### src/rtl/mul_share_arbiter_tt_pkg.sv
// Shared definitions for the taint-tracked multiplier-sharing arbiter.
package mul_share_arbiter_tt_pkg;

  typedef enum logic [1:0] {
    IDLE  = 2'd0,
    ISSUE = 2'd1,
    WAIT  = 2'd2,
    RESP  = 2'd3
  } state_e;

  function automatic int default_timeout(input int width);
    return 2 * width + 4;
  endfunction

  function automatic int idx_w(input int nreq);
    return (nreq > 1) ? $clog2(nreq) : 1;
  endfunction

endpackage

### src/rtl/mul_share_arbiter_tt_if.sv
// Requester and multiplier bus of the arbiter; slave is the arbiter's view.
interface mul_share_arbiter_tt_if #(
  parameter int WIDTH = 4,
  parameter int NREQ  = 2
);
  logic [NREQ-1:0]       req, req_t;
  logic [NREQ*WIDTH-1:0] req_a, req_b;
  logic [NREQ-1:0]       req_a_t, req_b_t;
  logic [NREQ-1:0]       ack;
  logic                  ack_t;
  logic [NREQ-1:0]       rsp_valid;
  logic                  rsp_valid_t, rsp_product_t;
  logic [2*WIDTH-1:0]    rsp_product;
  logic                  mul_start, mul_start_t;
  logic [WIDTH-1:0]      mul_md, mul_mr;
  logic                  mul_md_t, mul_mr_t;
  logic                  mul_done, mul_done_t;
  logic [2*WIDTH-1:0]    mul_product;
  logic                  mul_product_t;
  logic                  busy, err;

  modport slave (
    input  req, req_t, req_a, req_b, req_a_t, req_b_t,
           mul_done, mul_done_t, mul_product, mul_product_t,
    output ack, ack_t, rsp_valid, rsp_valid_t, rsp_product, rsp_product_t,
           mul_start, mul_start_t, mul_md, mul_mr, mul_md_t, mul_mr_t, busy, err
  );

  modport master (
    output req, req_t, req_a, req_b, req_a_t, req_b_t,
           mul_done, mul_done_t, mul_product, mul_product_t,
    input  ack, ack_t, rsp_valid, rsp_valid_t, rsp_product, rsp_product_t,
           mul_start, mul_start_t, mul_md, mul_mr, mul_md_t, mul_mr_t, busy, err
  );
endinterface

### src/rtl/mul_share_arbiter_tt_rr_pick_tt.sv
// Combinational round-robin picker: first set request at or after i_ptr, wrapping.
module rr_pick_tt #(
  parameter int NREQ = 2,
  parameter int IW   = 1
) (
  input  logic [NREQ-1:0] i_req,
  input  logic [NREQ-1:0] i_req_t,
  input  logic [IW-1:0]   i_ptr,
  output logic [NREQ-1:0] o_gnt,
  output logic [IW-1:0]   o_idx,
  output logic            o_vld,
  output logic            o_dec_t
);
  always_comb begin
    o_gnt = '0;
    o_idx = '0;
    o_vld = 1'b0;
    for (int i = 0; i < NREQ; i++) begin
      if (!o_vld && i_req[(int'(i_ptr) + i) % NREQ]) begin
        o_vld                            = 1'b1;
        o_idx                            = IW'((int'(i_ptr) + i) % NREQ);
        o_gnt[(int'(i_ptr) + i) % NREQ]  = 1'b1;
      end
    end
  end

  // Every request bit shapes the decision, so any tainted bit taints it.
  assign o_dec_t = |i_req_t;
endmodule

### src/rtl/mul_share_arbiter_tt.sv
// Shares one fixed-latency taint-tracked multiplier among NREQ requesters,
// round-robin, with a watchdog on the multiplier's productDone.
module mul_share_arbiter_tt
  import mul_share_arbiter_tt_pkg::*;
#(
  parameter int WIDTH   = 4,
  parameter int NREQ    = 2,
  parameter int TIMEOUT = default_timeout(WIDTH)
) (
  input logic clk,
  input logic rst,
  mul_share_arbiter_tt_if.slave bus
);
  localparam int IW = idx_w(NREQ);
  localparam int CW = $clog2(TIMEOUT + 1);

  state_e            r_state, w_next;
  logic [IW-1:0]     r_ptr, r_owner, w_idx, w_ptr_nxt;
  logic [NREQ-1:0]   r_own_oh, w_gnt, w_ack, w_rsp;
  logic              w_vld, w_dec_t, w_tmo;
  logic              r_owner_t, r_md_t, r_mr_t, r_done_t, r_prod_t, r_err;
  logic [WIDTH-1:0]  r_a, r_b;
  logic [2*WIDTH-1:0] r_prod;
  logic [CW-1:0]     r_cnt;

  rr_pick_tt #(.NREQ(NREQ), .IW(IW)) u_pick (
    .i_req   (bus.req),
    .i_req_t (bus.req_t),
    .i_ptr   (r_ptr),
    .o_gnt   (w_gnt),
    .o_idx   (w_idx),
    .o_vld   (w_vld),
    .o_dec_t (w_dec_t)
  );

  assign w_ptr_nxt = (r_owner == IW'(NREQ - 1)) ? '0 : r_owner + IW'(1);

  always_ff @(posedge clk or negedge rst) begin
    if (!rst) r_state <= IDLE;
    else      r_state <= w_next;
  end

  // r_cnt is 0 in the first WAIT cycle, so hitting TIMEOUT-2 means TIMEOUT
  // cycles have elapsed since mul_start when err becomes visible.
  always_comb begin
    w_next = r_state;
    w_tmo  = 1'b0;
    w_ack  = '0;
    w_rsp  = '0;
    case (r_state)
      IDLE:  if (w_vld) w_next = ISSUE;
      ISSUE: begin
        w_ack  = r_own_oh;
        w_next = WAIT;
      end
      WAIT: begin
        if (bus.mul_done) w_next = RESP;
        else if (r_cnt == CW'(TIMEOUT - 2)) begin
          w_tmo  = 1'b1;
          w_next = IDLE;
        end
      end
      RESP: begin
        w_rsp  = r_own_oh;
        w_next = IDLE;
      end
      default: w_next = IDLE;
    endcase
  end

  always_ff @(posedge clk or negedge rst) begin
    if (!rst) begin
      r_ptr     <= '0;
      r_owner   <= '0;
      r_own_oh  <= '0;
      r_owner_t <= 1'b0;
      r_a       <= '0;
      r_b       <= '0;
      r_md_t    <= 1'b0;
      r_mr_t    <= 1'b0;
      r_done_t  <= 1'b0;
      r_prod    <= '0;
      r_prod_t  <= 1'b0;
      r_cnt     <= '0;
      r_err     <= 1'b0;
    end else begin
      case (r_state)
        IDLE: if (w_vld) begin
          r_owner   <= w_idx;
          r_own_oh  <= w_gnt;
          r_owner_t <= w_dec_t;
          r_a       <= bus.req_a[int'(w_idx)*WIDTH +: WIDTH];
          r_b       <= bus.req_b[int'(w_idx)*WIDTH +: WIDTH];
          r_md_t    <= bus.req_a_t[w_idx] | w_dec_t;
          r_mr_t    <= bus.req_b_t[w_idx] | w_dec_t;
          r_done_t  <= 1'b0;
        end
        ISSUE: r_cnt <= '0;
        WAIT: begin
          r_cnt <= r_cnt + CW'(1);
          if (bus.mul_done) begin
            r_prod   <= bus.mul_product;
            r_prod_t <= bus.mul_product_t | r_md_t | r_mr_t;
            r_done_t <= bus.mul_done_t;
          end else if (w_tmo) begin
            r_err     <= 1'b1;
            r_ptr     <= w_ptr_nxt;
            r_owner_t <= 1'b0;
          end
        end
        RESP: begin
          r_ptr     <= w_ptr_nxt;
          r_owner_t <= 1'b0;
          r_done_t  <= 1'b0;
        end
        default: ;
      endcase
    end
  end

  assign bus.ack           = w_ack;
  assign bus.ack_t         = r_owner_t;
  assign bus.mul_start     = (r_state == ISSUE);
  assign bus.mul_start_t   = r_owner_t;
  assign bus.mul_md        = r_a;
  assign bus.mul_mr        = r_b;
  assign bus.mul_md_t      = r_md_t;
  assign bus.mul_mr_t      = r_mr_t;
  assign bus.rsp_valid     = w_rsp;
  assign bus.rsp_valid_t   = r_owner_t | r_done_t;
  assign bus.rsp_product   = r_prod;
  assign bus.rsp_product_t = r_prod_t;
  assign bus.busy          = (r_state != IDLE);
  assign bus.err           = r_err;
endmodule

### src/flat_wrapper.sv
// flat-port wrapper written by rule: the top's interface ports become plain ports
module mul_share_arbiter_tt_flat import mul_share_arbiter_tt_pkg::*;
#(
  parameter int WIDTH   = 4,
  parameter int NREQ    = 2,
  parameter int TIMEOUT = default_timeout(WIDTH)
)
  (clk, rst, bus_req, bus_req_t, bus_req_a, bus_req_b, bus_req_a_t, bus_req_b_t, bus_mul_done, bus_mul_done_t, bus_mul_product, bus_mul_product_t, bus_ack, bus_ack_t, bus_rsp_valid, bus_rsp_valid_t, bus_rsp_product, bus_rsp_product_t, bus_mul_start, bus_mul_start_t, bus_mul_md, bus_mul_mr, bus_mul_md_t, bus_mul_mr_t, bus_busy, bus_err);
  mul_share_arbiter_tt_if #(.WIDTH(WIDTH), .NREQ(NREQ)) bus_i ();
  input logic clk;
  input logic rst;
  input wire logic [$bits(bus_i.req)-1:0] bus_req;
  input wire logic [$bits(bus_i.req_t)-1:0] bus_req_t;
  input wire logic [$bits(bus_i.req_a)-1:0] bus_req_a;
  input wire logic [$bits(bus_i.req_b)-1:0] bus_req_b;
  input wire logic [$bits(bus_i.req_a_t)-1:0] bus_req_a_t;
  input wire logic [$bits(bus_i.req_b_t)-1:0] bus_req_b_t;
  input wire logic [$bits(bus_i.mul_done)-1:0] bus_mul_done;
  input wire logic [$bits(bus_i.mul_done_t)-1:0] bus_mul_done_t;
  input wire logic [$bits(bus_i.mul_product)-1:0] bus_mul_product;
  input wire logic [$bits(bus_i.mul_product_t)-1:0] bus_mul_product_t;
  output wire logic [$bits(bus_i.ack)-1:0] bus_ack;
  output wire logic [$bits(bus_i.ack_t)-1:0] bus_ack_t;
  output wire logic [$bits(bus_i.rsp_valid)-1:0] bus_rsp_valid;
  output wire logic [$bits(bus_i.rsp_valid_t)-1:0] bus_rsp_valid_t;
  output wire logic [$bits(bus_i.rsp_product)-1:0] bus_rsp_product;
  output wire logic [$bits(bus_i.rsp_product_t)-1:0] bus_rsp_product_t;
  output wire logic [$bits(bus_i.mul_start)-1:0] bus_mul_start;
  output wire logic [$bits(bus_i.mul_start_t)-1:0] bus_mul_start_t;
  output wire logic [$bits(bus_i.mul_md)-1:0] bus_mul_md;
  output wire logic [$bits(bus_i.mul_mr)-1:0] bus_mul_mr;
  output wire logic [$bits(bus_i.mul_md_t)-1:0] bus_mul_md_t;
  output wire logic [$bits(bus_i.mul_mr_t)-1:0] bus_mul_mr_t;
  output wire logic [$bits(bus_i.busy)-1:0] bus_busy;
  output wire logic [$bits(bus_i.err)-1:0] bus_err;
  assign bus_i.req = bus_req;
  assign bus_i.req_t = bus_req_t;
  assign bus_i.req_a = bus_req_a;
  assign bus_i.req_b = bus_req_b;
  assign bus_i.req_a_t = bus_req_a_t;
  assign bus_i.req_b_t = bus_req_b_t;
  assign bus_i.mul_done = bus_mul_done;
  assign bus_i.mul_done_t = bus_mul_done_t;
  assign bus_i.mul_product = bus_mul_product;
  assign bus_i.mul_product_t = bus_mul_product_t;
  assign bus_ack = bus_i.ack;
  assign bus_ack_t = bus_i.ack_t;
  assign bus_rsp_valid = bus_i.rsp_valid;
  assign bus_rsp_valid_t = bus_i.rsp_valid_t;
  assign bus_rsp_product = bus_i.rsp_product;
  assign bus_rsp_product_t = bus_i.rsp_product_t;
  assign bus_mul_start = bus_i.mul_start;
  assign bus_mul_start_t = bus_i.mul_start_t;
  assign bus_mul_md = bus_i.mul_md;
  assign bus_mul_mr = bus_i.mul_mr;
  assign bus_mul_md_t = bus_i.mul_md_t;
  assign bus_mul_mr_t = bus_i.mul_mr_t;
  assign bus_busy = bus_i.busy;
  assign bus_err = bus_i.err;
  mul_share_arbiter_tt #(.WIDTH(WIDTH), .NREQ(NREQ), .TIMEOUT(TIMEOUT)) u_core (.clk(clk), .rst(rst), .bus(bus_i));
endmodule
### config.mk
export PLATFORM = sky130hd
export DESIGN_NAME = mul_share_arbiter_tt_flat
export DESIGN_NICKNAME = d
export VERILOG_FILES = /design/src/rtl/mul_share_arbiter_tt_pkg.sv /design/src/rtl/mul_share_arbiter_tt_if.sv /design/src/rtl/mul_share_arbiter_tt_rr_pick_tt.sv /design/src/rtl/mul_share_arbiter_tt.sv /design/src/flat_wrapper.sv
export SDC_FILE = /design/constraint.sdc
export NUM_CORES = 1
export LEC_CHECK = 0
export BUFFER_PORTS_ARGS = -buffer_cell sky130_fd_sc_hd__buf_2
export CAP_MARGIN = 0
export CORE_MARGIN = 2
export CORE_UTILIZATION = 50
export CTS_BUF_LIST = sky130_fd_sc_hd__clkbuf_16
export CTS_CLUSTER_SIZE = 8
export DETAILED_ROUTE_END_ITERATION = 8
export PLACE_DENSITY_LB_ADDON = 0.12
export SYNTH_ARGS = -nofsm -noshare
export SYNTH_HDL_FRONTEND = slang
export SYNTH_SLANG_ARGS = --single-unit
### constraint.sdc
create_clock -name clk -period 2.5 [get_ports clk]
set_clock_uncertainty 0.1 [all_clocks]
set_input_delay 0.375 -clock clk [delete_from_list [all_inputs] [get_ports clk]]
set_output_delay 0.375 -clock clk [all_outputs]
set_load 0.005 [all_outputs]
### Yosys cells after proc, flatten, opt, wreduce, memory -nomap -nowiden

Index checks and enable logic that the tools add are counted.

| storage, ports and cells | value |
|---|---|
| register bits | 32 |
| output and inout bits | 29 |
| word-level logic and storage cells | 98 |

| operators by class | value |
|---|---|
| eq/ne operators | 9 |
| shift operators | 2 |
| $lt $le $gt $ge | 5 |
| muxes and demuxes | 40 |
| add/subtract/negate cells | 3 |
| bitwise operators | 8 |
| reduce and logical (&&, ||, !) cells | 17 |

Operators by type and width:

| cell | number |
|---|---|
| $mux W1 | 26 |
| $shiftx A8 B4 Y4 | 2 |
| $mux W2 | 7 |
| $reduce_and A3 Y1 | 3 |
| $pmux W2 S4 | 1 |
| $pmux W4 S2 | 1 |
| $ne A2 B2 Y1 const B | 3 |
| $pmux W1 S3 | 2 |
| $reduce_and A2 Y1 | 3 |
| $reduce_bool A2 Y1 | 3 |
| $or A1 B1 Y1 | 5 |
| $add A4 B1 Y4 const B | 1 |
| $eq A2 B2 Y1 const B | 2 |
| $eq A4 B4 Y1 const B | 1 |
| $lt A1 B2 Y1 const B | 2 |
| $reduce_and A4 Y1 | 1 |
| $logic_and A1 B1 Y1 | 3 |
| $lt A2 B3 Y1 const B | 1 |
| $ne A3 B2 Y1 const B | 1 |
| $reduce_bool A3 Y1 | 1 |
| $add A1 B1 Y1 const B | 2 |
| $demux W1 S1 | 2 |
| $eq A2 B1 Y1 const B | 1 |
| $ge A2 B1 Y1 const B | 1 |
| 9 further kinds | 9 |

### Logic depth before layout (Yosys ltp)

| depth | value |
|---|---|
| word-level depth | 10 |
| gate-level depth with buffers | 6 |
| depth with buffers taken out | 6 |

### Hierarchy

Synthesis repeated with hierarchy kept, for this count alone.

| second synthesis, totals | value |
|---|---|
| cells, all modules | 152 |
| area, all modules | 1672.9 um^2 |

By module, submodules not included:

| module | area an instance (um^2) | times used | sequential area each (um^2) | cells an instance |
|---|---|---|---|---|
| mul_share_arbiter_tt | 1634.1 | 1 | 800.8 | 146 |
| rr_pick_tt | 38.8 | 1 | 0.0 | 6 |

### Least setup slack after synthesis

OpenSTA, ideal clock, no wires.

| timing | value |
|---|---|
| path kind | register to register |
| start | reg u_core.r_state[1] |
| end | reg u_core.r_state[0] |
| data arrival time | 1.510 ns |
| setup time | 0.104 ns |
| path slack | 0.787 ns |
| cell stages (with the launch flop) | 7 |
| period minus slack after synthesis | 1.713 ns |
| path buffers | 0 |
| data required time | 2.296 ns |
| path through | dfrtp_1 > inv_1 > ha_1 > nor3b_4 > or2_1 > o22ai_1 > a221oi_1 |

| on the way | value |
|---|---|
| longest elaborated chain between the ends | 3 |
| elaborated cells between the ends (all ways) | 8 |
| classes of those cells | eq/ne (5); mux (1); reduce/logical (2) |

Ends and longest elaborated chain:

| what | line | text |
|---|---|---|
| start, declared | mul_share_arbiter_tt.sv:17 | `state_e r_state, w_next;` |
| start signal, assigned | mul_share_arbiter_tt.sv:40 | `else r_state <= w_next;` |
| $eq A2 B2 Y1 or $logic_not A2 Y1 (tied branches) | mul_share_arbiter_tt.sv:50 | `case (r_state)` |
| $ne A3 B2 Y1 (no line) or $ne A2 B2 Y1 (tied branches) | n/a |  |
| $reduce_and A2 Y1 (no line) | n/a |  |

Parallel ways exist; a longest one is shown, timed or not.
A chain may end at the register's enable or synchronous reset.

### Worst setup path in the final report

| timing | value |
|---|---|
| start | reg u_core.r_state[1] |
| end | reg u_core.r_md_t, in the netlist u_core.bus.mul_md_t |

| on the way | value |
|---|---|
| longest elaborated chain between the ends | 2 |

Ends and longest elaborated chain:

| what | line | text |
|---|---|---|
| $logic_not A2 Y1 | mul_share_arbiter_tt.sv:87 | `case (r_state)` |
| $reduce_and A2 Y1 (no line) | n/a |  |
| end signal, assigned | mul_share_arbiter_tt.sv:94 | `r_md_t <= bus.req_a_t[w_idx] \| w_dec_t;` |
| end, declared | mul_share_arbiter_tt.sv:21 | `logic r_owner_t, r_md_t, r_mr_t, r_done_t, r_prod_t, r_err;` |

Every way passes these cells.

==> metrics <==
status complete, no violations; Setup TNS 0 ns; fraction of layout cells with a size suffix above 1 37.22%; DRC viols 0; P&R area growth vs syn 33.46%; ANT nets after route 0; Die Span Y 60.31 um; final setup fails 0; WHS 0.05526 ns; Crit path depth 5; CTS sink cnt 32; DR vias/cell 5.060; number of synthesized flops with an enable pin 0; Reg2Reg Depth 5; Yosys reg bits 32; initial antenna violation count 0; die area 3637 um^2; Synth top cells by count dfrtp_1, o21ai_0, nand2_1, inv_1, mux2i_1; cells after synthesis 153; PortBufs 65; CP delay by family, top compound AO/OA/AOI/OAI gates; Least-Margin Pin Slew 1.173 ns; Hold Violations, Final 0; Fmax 486.8 MHz; Wirelength per Cell 12.74 um; Critical Path RT 2.50 ns; critical path buffer and inverter count 1; starting density of the core 52.36%; Synth Area per Inst 10.36 um^2; worst-path maximum fanout 22; clk buf depth 2; Nets 267; post-synth top area cell dfrtp_1; predominant post-synthesis flop cell dfrtp_1; diode count 0; clk root buf clkbuf_16; register clock-pin slew on the reported worst setup and hold paths 0.05 ns; Worst setup EP type flop; CTS tree yes; Routed WL 3401 um; RD Place Congestion 0.7971; post-cts sizing count 0; Pwr Density 1198 nW/um^2; peak supply drop 0.0007185 V; vias in the first global route 1276; crit-path cells inv_1 -> ha_1 -> o21ai_1 -> a32oi_1 -> o21ai_0; IO Pins 66; path type of the worst min-delay path in2async; GRT Util Overall 19.87%; warnings from Yosys 0; arrival time of the worst setup path 2.05 ns; Synth Cell Area 1585 um^2; Vias 1351; syn_nets 198; synth unique cells 30; Die X 60.31 um; leak pwr 1.096 nW; cell row count 20; initial DRC count 40; Post-CTS Setup Repair Bufs 0; Critical-path top delay cell o21ai_1; RSZ-0062 raised after global routing false; slowest cell delay on critical path 0.44 ns; fin crit period 2.054 ns; DRT Pass-1 Iters 4; critical path class reg2reg; cts bufs inserted 5; synth top area cells dfrtp_1, o21ai_0, ha_1, mux2i_1, mux2_2; first-pass GRT wire length 5361 um; max-cap violations 0; GR Overflow Total 0; largest net degree at the start of global routing 33; Worst setup SP type flop; slew margin rel. 21.25%; Hold Buf Count CTS 0; Final period util 82.16%; most common cell in the netlist dfrtp_1; post-synth top area share 50.51%; Pins Over Slew Limit 0; sequential cell area fraction in the yosys report 50.51%; H-Tree Depth 2; fraction of registers with async set/reset 100.0%; DP HPWL 2501 um; Core Footprint 3028 um^2; Worst-Skew Late Latency 0.27 ns
-- layout by cell type, fill, tap and decap left out, types with 3 or more instances in the layout --
| cell type | instances |
|---|---|
| ha_1 | 8 |
| nand2_1 | 21 |
| o21ai_0 | 20 |
| dfrtp_1 | 32 |
| clkbuf_16 | 5 |
| nor3_1 | 5 |
| buf_2 | 65 |
| mux2_2 | 8 |
| nand3_1 | 3 |
| inv_1 | 12 |
| mux2i_1 | 9 |
| and2_1 | 5 |
| nand3b_1 | 3 |
-- power breakdown --
group,total [mW],internal [mW],switching [mW]
sequential,0.889,0.755,0.134
clock,0.665,0.462,0.203
combinational,0.981,0.474,0.508
-- layer usage --
metal / GRT usage (%) / up-vias / part of all wire, %
li1: - / 674 / -
met1: 24.56 / 619 / 43
met2: 32.14 / 51 / 49
met3: 5.195 / 7 / 6.5
met4: 9.841 / 0 / 1.5
met5: 0 / - / 0
-- sequential cells by signal (all words and copies together) (netlist names) --
register                  cells
u_core.bus.mul_mr             4
u_core.bus.err                1
u_core.bus.rsp_product        8
u_core.bus.mul_md             4
u_core.r_state                2
u_core.r_done_t               1
u_core.bus.mul_mr_t           1
u_core.r_owner                1
u_core.bus.ack_t              1
u_core.bus.rsp_product_t      1
u_core.r_ptr                  1
u_core.r_own_oh               2
u_core.bus.mul_md_t           1
u_core.r_cnt                  4
-- per-stage QoR --
stage                     cell area [um^2]  utilization, %  total power, mW  std cells  setup WS (ns)
after detailed placement              1953           64.50            1.880        259         0.4417
after floorplan                       1585               -            1.497        153         0.7867
after CTS                             2116           69.88            2.560        267         0.4243
after global placement                1953           64.50            1.833        259         0.5645
after global routing                  2116           69.88            2.753        267         0.2207
final                                 2116           69.88            2.535        267         0.4459
-- final timing paths --
| kind | slack (ns) | end | from |
|---|---|---|---|
| setup / recovery | 0.45 | u_core.bus.mul_md_t | u_core.r_state[1] |
| hold / removal | 0.06 | u_core.bus.ack_t | rst |
| setup reg to reg | 0.45 | u_core.bus.mul_md_t | u_core.r_state[1] |
| hold reg to reg | 0.36 | u_core.r_ptr | u_core.r_owner |
| max in group asynchronous | 1.79 | u_core.bus.mul_md[3] | rst |
| min in group clk | 0.23 | u_core.bus.rsp_product[0] | bus_mul_product[0] |
-- cell families (layout without fill, tap and decap cells) --
| group | after synthesis | in the layout | share of synthesized area, % |
|---|---|---|---|
| muxes | 17 | 17 | 11.37 |
| and+or+nand+nor | 44 | 44 | 14.21 |
| AOI/OAI and AO/OA | 35 | 35 | 13.02 |
| adders and majority gates | 8 | 8 | 6.314 |
| DFF | 32 | 32 | 50.51 |
| buffers and inverters | 17 | 87 | 4.577 |
-- final cells by class --
cell class,instances,area [um^2]
clock inverter,3,37.54
sequential,32,800.8
clock buffer,5,125.1
inverter,12,45.04
fill,236,912.1
tap,44,55.05
timing repair buffer,67,340.3
multi-input combinational,104,711.9
Power figures use the tool's default switching activity.
